$ cat src/rtl/seq_det_ctrl_if.sv
// Word and result handshakes between a producer/consumer and seq_det_ctrl.
// The slave modport is the controller side; master is the word source / result sink.
interface seq_det_ctrl_if #(
  parameter int unsigned WORD_W = 12,
  parameter int unsigned CNT_W  = 4
);
  logic              word_valid_i;
  logic [WORD_W-1:0] word_i;
  logic              word_ready_o;
  logic              clr_mode_i;
  logic              res_valid_o;
  logic              res_ready_i;
  logic [CNT_W-1:0]  res_count_o;
  logic              res_hit_o;

  modport slave (
    input  word_valid_i, word_i, clr_mode_i, res_ready_i,
    output word_ready_o, res_valid_o, res_count_o, res_hit_o
  );

  modport master (
    output word_valid_i, word_i, clr_mode_i, res_ready_i,
    input  word_ready_o, res_valid_o, res_count_o, res_hit_o
  );
endinterface

$ cat src/rtl/seq_det_ctrl.sv
// Serialises parallel words MSB-first into the 1110_1101_1011 detector and
// reports, per word, how many detector hits landed inside that word's window.
module seq_det_ctrl #(
  parameter int unsigned WORD_W  = 12,
  parameter int unsigned CNT_W   = 4,
  parameter int unsigned DET_LAT = 1
) (
  input  logic             clk,
  input  logic             reset,
  seq_det_ctrl_if.slave    bus,
  output logic             x_o,
  output logic             x_en_o,
  output logic             det_rst_o,
  input  logic             det_i,
  output logic             busy_o
);

  localparam int unsigned BIT_W = $clog2((WORD_W > DET_LAT) ? WORD_W : DET_LAT + 1);
  localparam logic [CNT_W-1:0] CNT_MAX = '1;

  typedef enum logic [2:0] {IDLE, CLEAR, SHIFT, DRAIN, REPORT} state_e;

  state_e             state_q;
  logic [WORD_W-1:0]  word_q;
  logic [BIT_W-1:0]   bitcnt_q;
  logic [CNT_W-1:0]   cnt_q;
  logic [CNT_W-1:0]   cnt_d;
  logic               x_q;
  logic               x_en_q;
  logic               det_rst_q;
  logic               ready_q;
  logic               busy_q;
  logic               res_valid_q;
  logic [CNT_W-1:0]   res_count_q;
  logic               res_hit_q;
  logic               x_en_dly;

  // x_en delayed by the detector latency marks where det_i belongs to this word
  generate
    if (DET_LAT == 0) begin : g_no_lat
      assign x_en_dly = x_en_q;
    end else begin : g_lat
      logic [DET_LAT-1:0] en_sr_q;
      always_ff @(posedge clk) begin
        if (reset) begin
          en_sr_q <= '0;
        end else begin
          en_sr_q <= (en_sr_q << 1) | DET_LAT'(x_en_q);
        end
      end
      assign x_en_dly = en_sr_q[DET_LAT-1];
    end
  endgenerate

  // Saturating in-window hit count
  always_comb begin
    cnt_d = cnt_q;
    if (x_en_dly && det_i && (cnt_q != CNT_MAX)) begin
      cnt_d = cnt_q + CNT_W'(1);
    end
  end

  always_ff @(posedge clk) begin
    if (reset) begin
      state_q     <= IDLE;
      word_q      <= '0;
      bitcnt_q    <= '0;
      cnt_q       <= '0;
      x_q         <= 1'b0;
      x_en_q      <= 1'b0;
      det_rst_q   <= 1'b0;
      ready_q     <= 1'b0;
      busy_q      <= 1'b0;
      res_valid_q <= 1'b0;
      res_count_q <= '0;
      res_hit_q   <= 1'b0;
    end else begin
      x_q       <= 1'b0;
      x_en_q    <= 1'b0;
      det_rst_q <= 1'b0;
      cnt_q     <= cnt_d;
      unique case (state_q)
        IDLE: begin
          if (bus.word_valid_i && ready_q) begin
            word_q  <= bus.word_i;
            cnt_q   <= '0;
            ready_q <= 1'b0;
            busy_q  <= 1'b1;
            if (bus.clr_mode_i) begin
              state_q   <= CLEAR;
              det_rst_q <= 1'b1;
            end else begin
              state_q  <= SHIFT;
              x_q      <= bus.word_i[WORD_W-1];
              x_en_q   <= 1'b1;
              bitcnt_q <= BIT_W'(WORD_W - 1);
            end
          end else begin
            ready_q <= 1'b1;
          end
        end
        CLEAR: begin
          state_q  <= SHIFT;
          x_q      <= word_q[WORD_W-1];
          x_en_q   <= 1'b1;
          bitcnt_q <= BIT_W'(WORD_W - 1);
        end
        SHIFT: begin
          if (bitcnt_q != '0) begin
            bitcnt_q <= bitcnt_q - BIT_W'(1);
            x_q      <= word_q[bitcnt_q - BIT_W'(1)];
            x_en_q   <= 1'b1;
          end else if (DET_LAT == 0) begin
            state_q     <= REPORT;
            res_valid_q <= 1'b1;
            res_count_q <= cnt_d;
            res_hit_q   <= (cnt_d != '0);
          end else begin
            state_q  <= DRAIN;
            bitcnt_q <= BIT_W'(DET_LAT - 1);
          end
        end
        DRAIN: begin
          if (bitcnt_q != '0) begin
            bitcnt_q <= bitcnt_q - BIT_W'(1);
          end else begin
            state_q     <= REPORT;
            res_valid_q <= 1'b1;
            res_count_q <= cnt_d;
            res_hit_q   <= (cnt_d != '0);
          end
        end
        REPORT: begin
          if (bus.res_ready_i) begin
            state_q     <= IDLE;
            res_valid_q <= 1'b0;
            busy_q      <= 1'b0;
            ready_q     <= 1'b1;
          end
        end
        default: state_q <= IDLE;
      endcase
    end
  end

  assign x_o              = x_q;
  assign x_en_o           = x_en_q;
  assign det_rst_o        = det_rst_q;
  assign busy_o           = busy_q;
  assign bus.word_ready_o = ready_q;
  assign bus.res_valid_o  = res_valid_q;
  assign bus.res_count_o  = res_count_q;
  assign bus.res_hit_o    = res_hit_q;

endmodule

$ cat src/flat_wrapper.sv
// flat-port wrapper written by rule: the top's interface ports become plain ports
module seq_det_ctrl_flat 
#(
  parameter int unsigned WORD_W  = 12,
  parameter int unsigned CNT_W   = 4,
  parameter int unsigned DET_LAT = 1
)
  (clk, reset, x_o, x_en_o, det_rst_o, det_i, busy_o, bus_word_valid_i, bus_word_i, bus_clr_mode_i, bus_res_ready_i, bus_word_ready_o, bus_res_valid_o, bus_res_count_o, bus_res_hit_o);
  seq_det_ctrl_if #(.WORD_W(WORD_W), .CNT_W(CNT_W)) bus_i ();
  input  logic clk;
  input  logic reset;
  output logic x_o;
  output logic x_en_o;
  output logic det_rst_o;
  input  logic det_i;
  output logic busy_o;
  input wire logic [$bits(bus_i.word_valid_i)-1:0] bus_word_valid_i;
  input wire logic [$bits(bus_i.word_i)-1:0] bus_word_i;
  input wire logic [$bits(bus_i.clr_mode_i)-1:0] bus_clr_mode_i;
  input wire logic [$bits(bus_i.res_ready_i)-1:0] bus_res_ready_i;
  output wire logic [$bits(bus_i.word_ready_o)-1:0] bus_word_ready_o;
  output wire logic [$bits(bus_i.res_valid_o)-1:0] bus_res_valid_o;
  output wire logic [$bits(bus_i.res_count_o)-1:0] bus_res_count_o;
  output wire logic [$bits(bus_i.res_hit_o)-1:0] bus_res_hit_o;
  assign bus_i.word_valid_i = bus_word_valid_i;
  assign bus_i.word_i = bus_word_i;
  assign bus_i.clr_mode_i = bus_clr_mode_i;
  assign bus_i.res_ready_i = bus_res_ready_i;
  assign bus_word_ready_o = bus_i.word_ready_o;
  assign bus_res_valid_o = bus_i.res_valid_o;
  assign bus_res_count_o = bus_i.res_count_o;
  assign bus_res_hit_o = bus_i.res_hit_o;
  seq_det_ctrl #(.WORD_W(WORD_W), .CNT_W(CNT_W), .DET_LAT(DET_LAT)) u_core (.clk(clk), .reset(reset), .bus(bus_i), .x_o(x_o), .x_en_o(x_en_o), .det_rst_o(det_rst_o), .det_i(det_i), .busy_o(busy_o));
endmodule
$ cat config.mk
export PLATFORM = sky130hd
export DESIGN_NAME = seq_det_ctrl_flat
export DESIGN_NICKNAME = d
export VERILOG_FILES = /design/src/rtl/seq_det_ctrl_if.sv /design/src/rtl/seq_det_ctrl.sv /design/src/flat_wrapper.sv
export SDC_FILE = /design/constraint.sdc
export NUM_CORES = 1
export LEC_CHECK = 0
export ABC_AREA = 1
export CELL_PAD_IN_SITES_DETAIL_PLACEMENT = 0
export CELL_PAD_IN_SITES_GLOBAL_PLACEMENT = 1
export CORE_MARGIN = 3
export CORE_UTILIZATION = 37
export CTS_CLUSTER_DIAMETER = 100
export DETAILED_ROUTE_END_ITERATION = 6
export PLACE_DENSITY = 0.78
export REMOVE_ABC_BUFFERS = 1
export SYNTH_ARGS = -nofsm -noshare
export SYNTH_HDL_FRONTEND = slang
export SYNTH_SLANG_ARGS = --single-unit
export TNS_END_PERCENT = 5
$ cat constraint.sdc
create_clock -name clk -period 1.8 [get_ports clk]
set_input_delay 0.45 -clock clk [delete_from_list [all_inputs] [get_ports clk]]
set_output_delay 0.45 -clock clk [all_outputs]
set_load 0.02 [all_outputs]
==> results by group, run 1 <==
Logic synthesis
  – Post-synthesis average cell area: around 7.2 sq um
  – Number of enable-type register cells in the synthesized netlist: 0
  – Async set or reset register ratio after synthesis: 0
  – Area fraction of the dominant cell type after synthesis: 0.4239
  – Library cell with the highest instance count after synthesis: sky130_fd_sc_hd__nand2_1
  – Share of synthesized area occupied by flip-flops and latches: 0.4239
  – Most instantiated cells after synthesis: sky130_fd_sc_hd__nand2_1 (53), sky130_fd_sc_hd__dfxtp_1 (35), sky130_fd_sc_hd__nand3_1 (25), sky130_fd_sc_hd__a21oi_1 (24), sky130_fd_sc_hd__inv_1 (24)
  – Post-synthesis instance area: 1653 sq um
  – Leading register cell type out of synthesis: sky130_fd_sc_hd__dfxtp_1
  – Number of unique standard cell types used by synthesis: 30
  – Largest cells by area after synthesis: sky130_fd_sc_hd__dfxtp_1 (42%), sky130_fd_sc_hd__nand2_1 (12%), sky130_fd_sc_hd__nand3_1 (7.6%)
  – Yosys Warn Count: 0
  – Cell accounting for the most synthesized area: sky130_fd_sc_hd__dfxtp_1
  – Synthesized flop and latch total: 35
  – Synth Instances: roughly 230

Power and ir drop
  – Switching fraction of total power: 0.4156
  – Sequential Power Share: 0.348
  – Clock group share of total power: 0.181
  – Pleak: a little under 0.0009 uW
  – IR drop worst, VDD: around 620 uV
  – Total net switching power: approximately 1200 uW
  – Share of total power in combinational logic: 0.471
  – Internal power: 1749 uW
  – Ratio of total power to cell area: between 1000 and 1500 nW/um^2

Clock network
  – Cell at the root of the clock tree: sky130_fd_sc_hd__clkbuf_8
  – TritonCTS buffer count: 5
  – Clock latency on the worst-skew pair: about 0.28 ns
  – H-tree lvl count: 2
  – Clock transition at the registers of the reported paths: ~0.070 ns
  – Post-cts hold buffer count: 0
  – Setup bufs post-CTS: 0
  – Resized cells post-CTS: 0
  – CTS tree: done
  – Sink count of the clock tree: 35
  – Maximum clock path buffer count: 2

Detailed routing
  – Number of search-and-repair iterations in the first detailed-routing pass: 4
  – Total number of vias: between 1500 and 2000
  – Post-detailed-route via-to-cell ratio: about 4.8
  – WL per Instance: approximately 12 um
  – Final Routed Wirelength: between 3000 and 4000 um
  – Remaining antenna violation count: 0
  – Drc violations: 0
  – First DRT Iteration DRCs: 36

Global route
  – Pin count of the biggest net entering global routing: 20
  – Initial antenna violation count: 0
  – GRT Resource Usage Total: 0.1498
  – Global-route wire length before repair: 6210 um
  – Global route overflow: 0
  – Via count of the first global-routing pass: 1394

Die
  – Area of the placeable core: 4144 sq um
  – Die Footprint: 5305 sq um
  – Die span in y: 72.84 um
  – Effective utilization at floorplan: 0.3989
  – Number of top-level design ports: 29
  – Die Span X: about 73 um
  – # rows: 23

Placement
  – Post-DP Area: a little over 2000 sq um
  – Placed cells: 308
  – Detailed placer's ending HPWL: 2716 um
  – Final estimated routing congestion in global placement: 0.7859
  – Buffers added on ports: 28

Hold path
  – Min-Delay Path Class: reg -> reg
  – Hold path start: u_core.x_en_o

Critical path
  – Largest fanout on the critical path: 3
  – Critical Path Slowest Stage Cell: sky130_fd_sc_hd__clkdlybuf4s50_1
  – FF-to-FF Start: u_core.bitcnt_q[0]
  – CP top delay family: buffers and inverters
  – Buf+Inv Stages, Crit Path: 1
  – Crit. End Element: primary output
  – Worst-path cell chain: clkdlybuf4s50_1
  – Required @ worst endpoint: 1.35 ns
  – Worst stage delay on the critical path: around 0.62 ns
  – Nature of the critical path startpoint: flop
  – Type of the worst setup path: reg -> out
  – Data arrival at the endpoint of the critical path: approximately 1.3 ns
  – Setup crit start: u_core.bus.word_ready_o

Layout
  – Share of post-route cells with drive strength above 1: 0.1203
  – Final non-filler cell area: ~2100 sq um
  – Number of antenna cells inserted: 0
  – Layout net count: 286
  – Finished Layout Cells: 316
  – P&R area growth vs syn: 27.18%

Run
  – Max capacitance violation total: 0

STA
  – Tightest slew margin relative to the limit: 0.7402
  – Final hold violations: 0
  – Final period demand of the worst path: ~1.7 ns
  – Accumulated negative setup slack: 0 ns
  – RSZ-0062 raised after global routing: false
  – Clock Skew: 0.004874 ns
  – Worst Max-Slew Pin Slew: 0.3893 ns
  – Highest attainable clock frequency: 0.5861 GHz
  – Max-slew violation count: 0
  – Setup violation total in the final timing report: 0
  – Final worst-path cycle share: 0.9478

Outcome
  – Result of the run: complete, no violations
worst reg2reg max path, cell delays in order, from the launching register on:
cell	delay, ns
sky130_fd_sc_hd__dfxtp_1	0.32
sky130_fd_sc_hd__inv_2	0.15
sky130_fd_sc_hd__ha_1	0.17
sky130_fd_sc_hd__nand3_1	0.18
sky130_fd_sc_hd__o21ai_0	0.37
sky130_fd_sc_hd__o21ai_0	0.14
sky130_fd_sc_hd__nand2_1	0.09
sky130_fd_sc_hd__a21oi_1	0.05
state kept, by name (all words and copies together) (netlist names):
register                 count
u_core.busy_o                1
u_core.bitcnt_q              4
u_core.bus.res_valid_o       1
u_core.bus.word_ready_o      1
u_core.word_q               12
u_core.cnt_q                 4
u_core.x_o                   1
u_core.det_rst_o             1
u_core.g_lat.en_sr_q         1
u_core.bus.res_hit_o         1
u_core.x_en_o                1
u_core.bus.res_count_o       4
u_core.state_q               3
logic make-up after synthesis:
| kind of cell | count (synthesis) | share of synthesized area |
|---|---|---|
| AOI/OAI and AO/OA | 44 | 0.1423 |
| DFF | 35 | 0.4239 |
| buffers and inverters | 36 | 0.09538 |
| xor gates and xnor gates | 2 | 0.01060 |
| and+or+nand+nor | 108 | 0.3051 |
| adders and majority gates | 3 | 0.02271 |
cell usage in the layout, fill, tap and decap left out, types with 2 or more instances in the layout:
cell | Yosys | routed
sky130_fd_sc_hd__a21oi_1 | 24 | 24
sky130_fd_sc_hd__o21ai_1 | 2 | 2
sky130_fd_sc_hd__dfxtp_1 | 35 | 35
sky130_fd_sc_hd__nor3_1 | 2 | 2
sky130_fd_sc_hd__nand2_2 | 3 | 3
sky130_fd_sc_hd__inv_2 | 3 | 3
sky130_fd_sc_hd__clkbuf_8 | 0 | 5
sky130_fd_sc_hd__xor2_1 | 2 | 2
sky130_fd_sc_hd__nand3_1 | 25 | 25
sky130_fd_sc_hd__nor2_2 | 2 | 2
sky130_fd_sc_hd__clkdlybuf4s50_1 | 0 | 28
sky130_fd_sc_hd__inv_1 | 24 | 24
sky130_fd_sc_hd__ha_1 | 3 | 3
sky130_fd_sc_hd__buf_4 | 1 | 9
sky130_fd_sc_hd__nand2_1 | 53 | 53
sky130_fd_sc_hd__o21ai_0 | 14 | 14
sky130_fd_sc_hd__nand2_4 | 2 | 2
sky130_fd_sc_hd__nor2_1 | 16 | 16
power groups by stage:
stage | sequential, uW | combinational (uW) | clock, uW
after CTS | 1040 | 1420 | 559
after global routing | 1060 | 1610 | 595
after floorplan | 1100 | 932 | 0
after detailed placement | 1060 | 1420 | 0
after global placement | 1060 | 1420 | 0
final | 1040 | 1410 | 543
worst paths after layout:
kind                                              to  slack (ns)  cells after the start
worst max-delay path                bus_word_ready_o        0.09                      1
worst min-delay path            u_core.g_lat.en_sr_q        0.44                      2
worst max register to register    u_core.bitcnt_q[1]        0.22                      7
worst min register to register  u_core.g_lat.en_sr_q        0.44                      2
stage by stage:
stage	total power [uW]	worst slack [ns]	hold WS, ns	utilization
finish	2992	0.09394	0.4370	0.5072
global route	3270	0.003920	0.4572	0.5072
floorplan	2029	0.2163	0.4294	-
global placement	2479	0.08563	0.4326	0.4867
detailed placement	2477	0.06459	0.4276	0.4867
CTS	3024	0.08354	0.4442	0.5072
layer usage:
metal	track usage	vias to the layer above	part of all wire
met1	0.1983	659	0.49
li1	-	812	-
met2	0.2345	25	0.45
met3	0.03444	5	0.041
met4	0.06148	0	0.015
met5	0	-	0
cell type report:
type / instances / area, sq um
Fill cell: 429 / 2042
Multi-Input combinational cell: 157 / 794.5
Sequential cell: 35 / 700.7
Clock inverter: 2 / 12.51
Inverter: 29 / 111.4
Timing Repair Buffer: 37 / 347.8
Clock buffer: 6 / 72.57
Tap cell: 50 / 62.56
Power figures use the tool's default switching activity.
==> run 2: changes to the inputs <==
CELL_PAD_IN_SITES_DETAIL_PLACEMENT = not set   (was 0)
CELL_PAD_IN_SITES_GLOBAL_PLACEMENT = not set   (was 1)
CORE_UTILIZATION = 52   (was 37)
CTS_BUF_LIST = sky130_fd_sc_hd__clkbuf_16   (was not set)
CTS_CLUSTER_SIZE = 16   (was not set)
PLACE_DENSITY = 0.79   (was 0.78)
==> run 2 against run 1 <==
  * Worst setup slack got worse by 0.0036 ns
  * Hold slack got worse by 0.0053 ns
  * Combinational power about the same
  * Critical path depth unchanged
  * Routed wire length is 1.9% higher
  * Global-route usage increased by 6.5 points
  * Final area rose by 3.7%
  * Non-clock buffer count shrank 1
  * Count of clock-buffer cells in the layout is 1 lower
==> results by group, run 2 (same netlist as run 1, synthesis figures left out) <==
Outcome
  – Result of the run: complete, no violations (unchanged)

Detailed routing
  – Remaining antenna violation count: 0 (unchanged)
  – Routed met3 length: 225 um (was 148 um)
  – Number of search-and-repair iterations in the first detailed-routing pass: 4 (unchanged)
  – Total number of vias: 1567 (was 1501)
  – First DRT Iteration DRCs: 87 (was 36)
  – Met1 wire length: 1746 um (was 1796 um)
  – Final Routed Wirelength: 3704 um (was 3635 um)
  – Routed wire length on met2: 1703 um (was 1634 um)
  – Drc violations: 0 (unchanged)
  – WL per Instance: 12.07 um (was 11.50 um)
  – Post-detailed-route via-to-cell ratio: 5.104 (was 4.750)
  – Highest metal used: met4 (unchanged)

Layout
  – Layout net count: 285 (was 286)
  – Finished Layout Cells: 307 (was 316)
  – Leading cell type in the layout, fill and taps excluded: sky130_fd_sc_hd__nand2_1 (unchanged)
  – Area occupied by multi-input gates: 794.5 sq um (unchanged)
  – Flip-flop count of the largest register after layout: 12 (unchanged)
  – Share of post-route cells with drive strength above 1: 0.1208 (was 0.1203)
  – Area taken by flip-flops and latches: 700.7 sq um (unchanged)
  – P&R area growth vs syn: 31.95% (was 27.18%)
  – Commonest cells after routing, fill and taps aside: sky130_fd_sc_hd__nand2_1 (53), sky130_fd_sc_hd__dfxtp_1 (35), sky130_fd_sc_hd__clkdlybuf4s50_1 (28) (unchanged)
  – Biggest register: u_core.word_q (unchanged)
  – Number of antenna cells inserted: 0 (unchanged)
  – Fillers: 225 (was 429)

Power and ir drop
  – IR drop worst, VDD: 1767 uV (was 623.6 uV)
  – Pleak: 0.0009287 uW (was 0.0008843 uW)
  – Ratio of total power to cell area: 1581 nW/um^2 (was 1424 nW/um^2)
  – Overall power after layout: 3447 uW (was 2992 uW)

Clock network
  – TritonCTS buffer count: 5 (unchanged)
  – H-tree lvl count: 2 (unchanged)
  – Resized cells post-CTS: 0 (unchanged)
  – Cell at the root of the clock tree: sky130_fd_sc_hd__clkbuf_16 (was sky130_fd_sc_hd__clkbuf_8)
  – Clock latency on the worst-skew pair: 0.28 ns (about the same)
  – Maximum clock path buffer count: 2 (unchanged)
  – CTS tree: done (unchanged)
  – Post-cts hold buffer count: 0 (unchanged)
  – Sink count of the clock tree: 35 (unchanged)
  – Clock transition at the registers of the reported paths: 0.06 ns (was 0.07 ns)
  – Setup bufs post-CTS: 0 (unchanged)

Critical path
  – Critical Path Slowest Stage Cell: sky130_fd_sc_hd__clkdlybuf4s50_1 (unchanged)
  – Required @ worst endpoint: 1.35 ns (about the same)
  – Data arrival at the endpoint of the critical path: 1.26 ns (about the same)
  – Nature of the critical path startpoint: flop (unchanged)
  – Worst stage delay on the critical path: 0.64 ns (was 0.62 ns)
  – Buf+Inv Stages, Crit Path: 1 (unchanged)
  – CP top delay family: buffers and inverters (unchanged)
  – Crit. End Element: primary output (unchanged)
  – Worst-path cell chain: clkdlybuf4s50_1 (unchanged)
  – Type of the worst setup path: reg -> out (unchanged)
  – Largest fanout on the critical path: 2 (was 3)

Die
  – Number of top-level design ports: 29 (unchanged)
  – Area of the placeable core: 2900 sq um (was 4144 sq um)
  – Die Span X: 62.38 um (was 72.84 um)
  – # rows: 19 (was 23)
  – Effective utilization at floorplan: 0.5699 (was 0.3989)
  – Die span in y: 62.38 um (was 72.84 um)
  – Die Footprint: 3891 sq um (was 5305 sq um)

STA
  – Clock Skew: 0.004789 ns (was 0.004874 ns)
  – Final period demand of the worst path: 1.710 ns (was 1.706 ns)
  – Max-slew violation count: 0 (unchanged)
  – Final hold violations: 0 (unchanged)
  – Worst Max-Slew Pin Slew: 0.4519 ns (was 0.3893 ns)
  – Tightest slew margin relative to the limit: 0.6984 (was 0.7402)
  – Accumulated negative setup slack: 0 ns (unchanged)
  – Setup violation total in the final timing report: 0 (unchanged)
  – Highest attainable clock frequency: 0.5849 GHz (was 0.5861 GHz)
  – Final worst-path cycle share: 0.9498 (was 0.9478)
  – RSZ-0062 raised after global routing: false (unchanged)

Global route
  – Via count of the first global-routing pass: 1456 (was 1394)
  – Global-route wire length before repair: 6741 um (was 6210 um)
  – GRT Resource Usage Total: 0.2150 (was 0.1498)
  – Pin count of the biggest net entering global routing: 21 (was 20)
  – Global route overflow: 0 (unchanged)
  – Initial antenna violation count: 0 (unchanged)

Hold path
  – Min-Delay Path Class: reg -> reg (unchanged)

Placement
  – Final estimated routing congestion in global placement: 0.8394 (was 0.7859)
  – Detailed placer's ending HPWL: 2578 um (was 2716 um)
  – Placed cells: 299 (was 308)
  – Buffers added on ports: 28 (unchanged)

Run
  – Max capacitance violation total: 0 (unchanged)
[run 2: cell count changes in the layout (fill, tap and decap cells not counted), sizes merged]
cell      change
clkbuf        -1
buf           -1
clkinvlp      -1
clkinv        +1
bufinv        +1
[run 2: power breakdown]
group          switching (uW)  total [uW]  internal, uW
registers                 109        1040           935
clock network             316         968           652
logic                     882        1440           554
total                    1310        3450          2140
[run 2: per-layer routing]
metal  GRT usage  up-vias
met3     0.07194        4
li1            -      811
met5           0        -
met1      0.2900      707
met2      0.3293       45
met4     0.05785        0
[run 2: final cells by class]
type / count / share of cell area
inverter: 29 / 0.05106
tap: 42 / 0.02410
multi-input combinational: 157 / 0.3643
timing repair buffer: 36 / 0.1618
clock inverter: 3 / 0.02008
sequential: 35 / 0.3213
clock buffer: 5 / 0.05737
[run 2: per-stage QoR]
| step | util | hold WS (ns) | setup slack (ns) | area, sq um |
|---|---|---|---|---|
| global route | 0.7519 | 0.4669 | 0.01591 | 2181 |
| floorplan | - | 0.4294 | 0.2163 | 1607 |
| detailed placement | 0.6937 | 0.4290 | 0.07892 | 2012 |
| finish | 0.7519 | 0.4317 | 0.09031 | 2181 |
| CTS | 0.7519 | 0.4357 | 0.08286 | 2181 |
| global placement | 0.6937 | 0.4201 | 0.07644 | 2012 |
[run 2: path summary, 6_finish.rpt]
check / depth (start not counted) / endpoint / slack, ns / from
worst max-delay path: 1 / bus_res_count_o[0] / 0.09 / u_core.bus.res_count_o[0]
worst min-delay path: 2 / u_core.g_lat.en_sr_q / 0.43 / u_core.x_en_o
worst max register to register: 7 / u_core.bitcnt_q[3] / 0.24 / u_core.bitcnt_q[0]
worst min register to register: 2 / u_core.g_lat.en_sr_q / 0.43 / u_core.x_en_o
==> run 3: changes to the inputs <==
SLEW_MARGIN = 20   (was not set)
==> results of run 3 <==
Same layout as run 2: the final DEF is identical, and so are final timing and power.
